--- config.mk ---
export PLATFORM = sky130hd
export DESIGN_NAME = servo_ramp_ctrl
export DESIGN_NICKNAME = d
export VERILOG_FILES = /design/src/rtl/servo_ramp_ctrl.sv
export SDC_FILE = /design/constraint.sdc
export NUM_CORES = 1
export LEC_CHECK = 0
export CAP_MARGIN = 15
export CORE_MARGIN = 3
export CORE_UTILIZATION = 55
export DETAILED_ROUTE_END_ITERATION = 7
export PLACE_DENSITY = 0.76
export SYNTH_ARGS = -nofsm -noshare
export SYNTH_HDL_FRONTEND = slang
export SYNTH_SLANG_ARGS = --single-unit
--- constraint.sdc ---
create_clock -name clk -period 4.4 [get_ports clk]
set_input_delay 0.88 -clock clk [delete_from_list [all_inputs] [get_ports clk]]
set_output_delay 0.88 -clock clk [all_outputs]
set_load 0.01 [all_outputs]
--- src/rtl/servo_ramp_ctrl.sv ---
// Servo duty sequencer: ramps the PWM duty toward a commanded target
// one bounded step per frame, holds for a few frames, then signals done.
module servo_ramp_ctrl #(
  parameter int unsigned FRAME_COUNT = 50000,
  parameter int unsigned STEP        = 4,
  parameter int unsigned HOLD_FRAMES = 2,
  parameter int unsigned DUTY_RESET  = 128,
  parameter int unsigned POS_MIN     = 0,
  parameter int unsigned POS_MAX     = 255
) (
  input  logic       clk,
  input  logic       rst,
  input  logic       cmd_valid,
  output logic       cmd_ready,
  input  logic [7:0] cmd_pos,
  input  logic       stop,
  output logic [7:0] duty,
  output logic       frame_tick,
  output logic       busy,
  output logic       done
);

  localparam logic [15:0] LAST   = 16'(FRAME_COUNT - 1);
  localparam logic [7:0]  STEP_V = 8'(STEP);
  localparam logic [7:0]  HOLD_V = 8'(HOLD_FRAMES);
  localparam logic [7:0]  RST_V  = 8'(DUTY_RESET);
  localparam logic [7:0]  MIN_V  = 8'(POS_MIN);
  localparam logic [7:0]  MAX_V  = 8'(POS_MAX);

  typedef enum logic [1:0] {
    ST_IDLE,
    ST_RAMP,
    ST_SETTLE,
    ST_DONE
  } state_e;

  state_e      state_q, state_d;
  logic [15:0] cnt_q, cnt_d;
  logic        tick_q, tick_d;
  logic [7:0]  duty_q, duty_d;
  logic [7:0]  target_q, target_d;
  logic [7:0]  hold_q, hold_d;
  logic        ready_q, ready_d;
  logic        busy_q, busy_d;
  logic        done_q, done_d;

  logic        accept;
  logic [7:0]  pos_clamped;
  logic [8:0]  below_lo;
  logic [8:0]  above_hi;
  logic [8:0]  diff;
  logic [8:0]  mag;
  logic        diff_neg;
  logic        near;

  // Frame counter and registered tick on the last clock of each frame.
  always_comb begin
    cnt_d  = (cnt_q == LAST) ? 16'd0 : cnt_q + 16'd1;
    tick_d = (cnt_d == LAST);
  end

  // Clamp incoming target; borrow bits of 9-bit subtractions give the compares.
  always_comb begin
    below_lo    = {1'b0, cmd_pos} - {1'b0, MIN_V};
    above_hi    = {1'b0, MAX_V} - {1'b0, cmd_pos};
    pos_clamped = cmd_pos;
    if (below_lo[8]) begin
      pos_clamped = MIN_V;
    end else if (above_hi[8]) begin
      pos_clamped = MAX_V;
    end
  end

  // Signed distance to target; duty never crosses 0 or 255 because a
  // full step is only taken when the remaining distance exceeds it.
  always_comb begin
    diff     = {1'b0, target_q} - {1'b0, duty_q};
    diff_neg = diff[8];
    mag      = diff_neg ? (9'd0 - diff) : diff;
    near     = (mag <= {1'b0, STEP_V});
  end

  assign accept = cmd_valid && ready_q;

  // Next-state, duty and hold-counter logic.
  always_comb begin
    state_d  = state_q;
    duty_d   = duty_q;
    target_d = target_q;
    hold_d   = hold_q;
    unique case (state_q)
      ST_IDLE: begin
        if (accept) begin
          target_d = pos_clamped;
          state_d  = ST_RAMP;
        end
      end
      ST_RAMP: begin
        if (stop) begin
          state_d = ST_IDLE;
        end else if (tick_q) begin
          if (near) begin
            duty_d  = target_q;
            hold_d  = HOLD_V;
            state_d = ST_SETTLE;
          end else if (diff_neg) begin
            duty_d = duty_q - STEP_V;
          end else begin
            duty_d = duty_q + STEP_V;
          end
        end
      end
      ST_SETTLE: begin
        if (stop) begin
          state_d = ST_IDLE;
        end else if (tick_q) begin
          if (hold_q == 8'd1) begin
            state_d = ST_DONE;
          end else begin
            hold_d = hold_q - 8'd1;
          end
        end
      end
      ST_DONE: begin
        state_d = ST_IDLE;
      end
      default: begin
        state_d = ST_IDLE;
      end
    endcase
  end

  // Registered status outputs follow the upcoming state.
  always_comb begin
    ready_d = (state_d == ST_IDLE);
    busy_d  = (state_d != ST_IDLE);
    done_d  = (state_d == ST_DONE);
  end

  // State and datapath registers.
  always_ff @(posedge clk or posedge rst) begin
    if (rst) begin
      state_q  <= ST_IDLE;
      cnt_q    <= 16'd0;
      tick_q   <= 1'b0;
      duty_q   <= RST_V;
      target_q <= RST_V;
      hold_q   <= 8'd0;
      ready_q  <= 1'b1;
      busy_q   <= 1'b0;
      done_q   <= 1'b0;
    end else begin
      state_q  <= state_d;
      cnt_q    <= cnt_d;
      tick_q   <= tick_d;
      duty_q   <= duty_d;
      target_q <= target_d;
      hold_q   <= hold_d;
      ready_q  <= ready_d;
      busy_q   <= busy_d;
      done_q   <= done_d;
    end
  end

  assign cmd_ready  = ready_q;
  assign duty       = duty_q;
  assign frame_tick = tick_q;
  assign busy       = busy_q;
  assign done       = done_q;

endmodule

==> metrics.txt <==
pwr dens 475 mW/mm^2; Die Span X 77.8 um; RSZ-0062 raised after global routing false; cell taking the most area after synthesis dfrtp_1; Worst-Margin Slew between 0.9 and 1 ns; ratio of cells with drive above 1 in the final layout 9.55%; cts bufs inserted 5; Crit path arrival time between 4 and 5 ns; post-CTS setup buffers 0; initial antenna violation count 0; area of the multi-input gates 0.00155 mm^2; Routed Wire Length 5.31 mm; PortBufs 23; fin crit share a little under nine tenths; first-pass GRT wire length between 9 and 10 mm; largest cells by area after synthesis dfrtp_1 (38%), ha_1 (7.1%), xnor2_1 (5.9%); share of flip-flops with an asynchronous set or reset 100%; Antenna Nets Post-Route 0; Top Ports 24; Worst-Skew Late Latency 0.30 ns; filler cell count 407; register area 0.00115 mm^2; Setup crit start kind flop; Yosys warnings 0; register area share after synthesis 40.7%; Fmax ~260 MHz; CP Capture Type flop; via count 2106; Fin. Hold Viols 0; Leak approximately 1.4 nW; largest net degree at the start of global routing 47; cells after synthesis 288; crit path kind reg2reg; Max IR drop VDD between 0.0003 and 0.0004 V; Post-synth EDFFs 0; Max Used Layer met4; Clock Path Buffers 2; Worst-path clk slew 0.08 ns; setup TNS 0 ns; status finished, final reports clean; Routed WL per cell 13.9 um; DR pass1 iterations 4; Nets 343; area growth from synthesis to layout 13.0%; Global Route Usage Sum 18.7%; GP Congestion around 0.83; # rows 25; max-cap viol count 0; Syn Nets 318; DP HPWL 3.92 mm; unique cell type count in the Yosys netlist 52; Critical Path Fanout Max 6; Iter 0 DRT Violations 71; critical path required time 4.62 ns; Syn Area/Cell 9.86 um^2; root cell of the clock tree clkbuf_8; final setup fails 0; Worst Skew 0.00818 ns; ys flop type dfrtp_1; post-CTS resize count 0; TritonCTS clock tree built; routed vias/inst 5.53; Residual DRC 0; relative slew slack 38.1%; Max Slew Vio Count 0; number of global-route vias before repair between 2000 and 2500; clock sink count between 40 and 50; min-delay worst type reg2reg; top-area cell type share of the netlist area 37.9%; Die Ht a little under 80 um; WL met3 ~210 um; Max H-tree Level 2; Mapped Area 0.00284 mm^2; Pwr Total 0.00152 W; WL met1 approximately 2.6 mm; die area 0.00606 mm^2; crit path time final approximately 3.8 ns; met2 routed WL 2.41 mm; Inserted Diodes 0; CTS Hold Buffers Added 0; starting density of the core between 50% and 60%; synthesis-stage register bit count between 40 and 50; total gr overflow 0; core area between 0.004 and 0.005 mm^2
==> area by class of cell <==
class	instances	area share [%]
Clock buffer	6	2.26
Clock inverter	2	0.429
Inverter	22	2.58
Multi-Input combinational cell	212	48.2
Sequential cell	46	36.0
Tap cell	67	2.61
Timing Repair Buffer	26	7.88
==> cell usage in the layout, fill, tap and decap left out, types with 4 or more instances in the layout <==
cell type / n
inv_1: 21
dfrtp_1: 43
ha_1: 16
a21oi_1: 14
nand3_1: 16
o21ai_0: 7
clkbuf_8: 5
nand2_1: 15
xor2_1: 12
nand3b_1: 4
o21bai_1: 5
mux2i_1: 7
mux2_2: 8
nor2_1: 29
clkdlybuf4s50_1: 23
xnor2_1: 19
nand2b_1: 4
nor2b_1: 4
and3_1: 4
==> metrics by stage <==
stage	instances	util, %	hold slack [ns]	area [um^2]	worst slack (ns)
2_1_floorplan	288	-	0.464	2840	1.07
3_3_place_gp	373	64.4	0.468	3120	0.896
3_5_place_dp	373	64.4	0.479	3120	0.652
4_1_cts	381	66.1	0.503	3210	0.646
5_1_grt	381	66.1	0.535	3210	0.291
6_report	381	66.1	0.503	3210	0.612
==> cell families (layout without fill, tap and decap cells) <==
kind of cell,count (synthesis),count (layout),synth area share [%]
and+or+nand+nor,97,97,17.9
AOI/OAI and AO/OA,49,49,12.1
DFF,46,46,40.7
xor gates and xnor gates,31,31,9.56
buffers and inverters,30,56,4.85
adders and majority gates,18,18,8.46
muxes,17,17,6.43
==> worst paths after layout <==
path	from	to	slack (ns)	depth (start not counted)
worst max-delay path	target_q[0]	duty[7]	0.61	17
worst min-delay path	target_q[0]	duty[0]	0.50	1
worst max register to register	target_q[0]	duty[7]	0.61	17
worst min register to register	target_q[0]	duty[0]	0.50	1
max in group asynchronous	rst	target_q[1]	2.72	2
min in group asynchronous	rst	cnt_q[11]	1.11	2
==> synthesized netlist by cell type (4+ instances only) <==
cell type / n
o21bai_1: 5
nor2_1: 29
nand3_1: 16
mux2_2: 8
and3_1: 4
nand2_1: 15
nor2b_1: 4
xnor2_1: 19
nand3b_1: 4
inv_1: 22
ha_1: 16
o21ai_0: 7
a21oi_1: 14
dfrtp_1: 43
mux2i_1: 7
nand2b_1: 4
xor2_1: 12
==> report_power, final <==
group	switching (W)	internal, W
Clock	0.000140	0.000112
Sequential	0.0000392	0.000477
Combinational	0.000392	0.000363
==> critical path, stage by stage (launching register included) <==
cell	delay, ns
dfrtp_1	0.38
inv_1	0.07
ha_1	0.19
inv_1	0.07
fa_1	0.51
a21oi_1	0.23
o221a_2	0.24
o21bai_1	0.06
a21oi_1	0.47
ha_1	0.34
a21o_1	0.16
a21oi_1	0.22
o21bai_1	0.10
a21oi_1	0.19
xnor2_1	0.16
nand2_1	0.08
mux2i_1	0.13
a22oi_1	0.10
==> metal layers <==
layer	track usage [%]	vias up
li1	-	1057
met1	25.7	995
met2	29.2	47
met3	4.29	7
met4	5.69	0
met5	0	-
==> flip-flops by register name, summed over array words and instances, names as in the netlist, 2 cells and up <==
name / cells
cnt_q: 16
duty: 8
hold_q: 8
state_q: 2
target_q: 8
(Power assumes the default switching activity.)
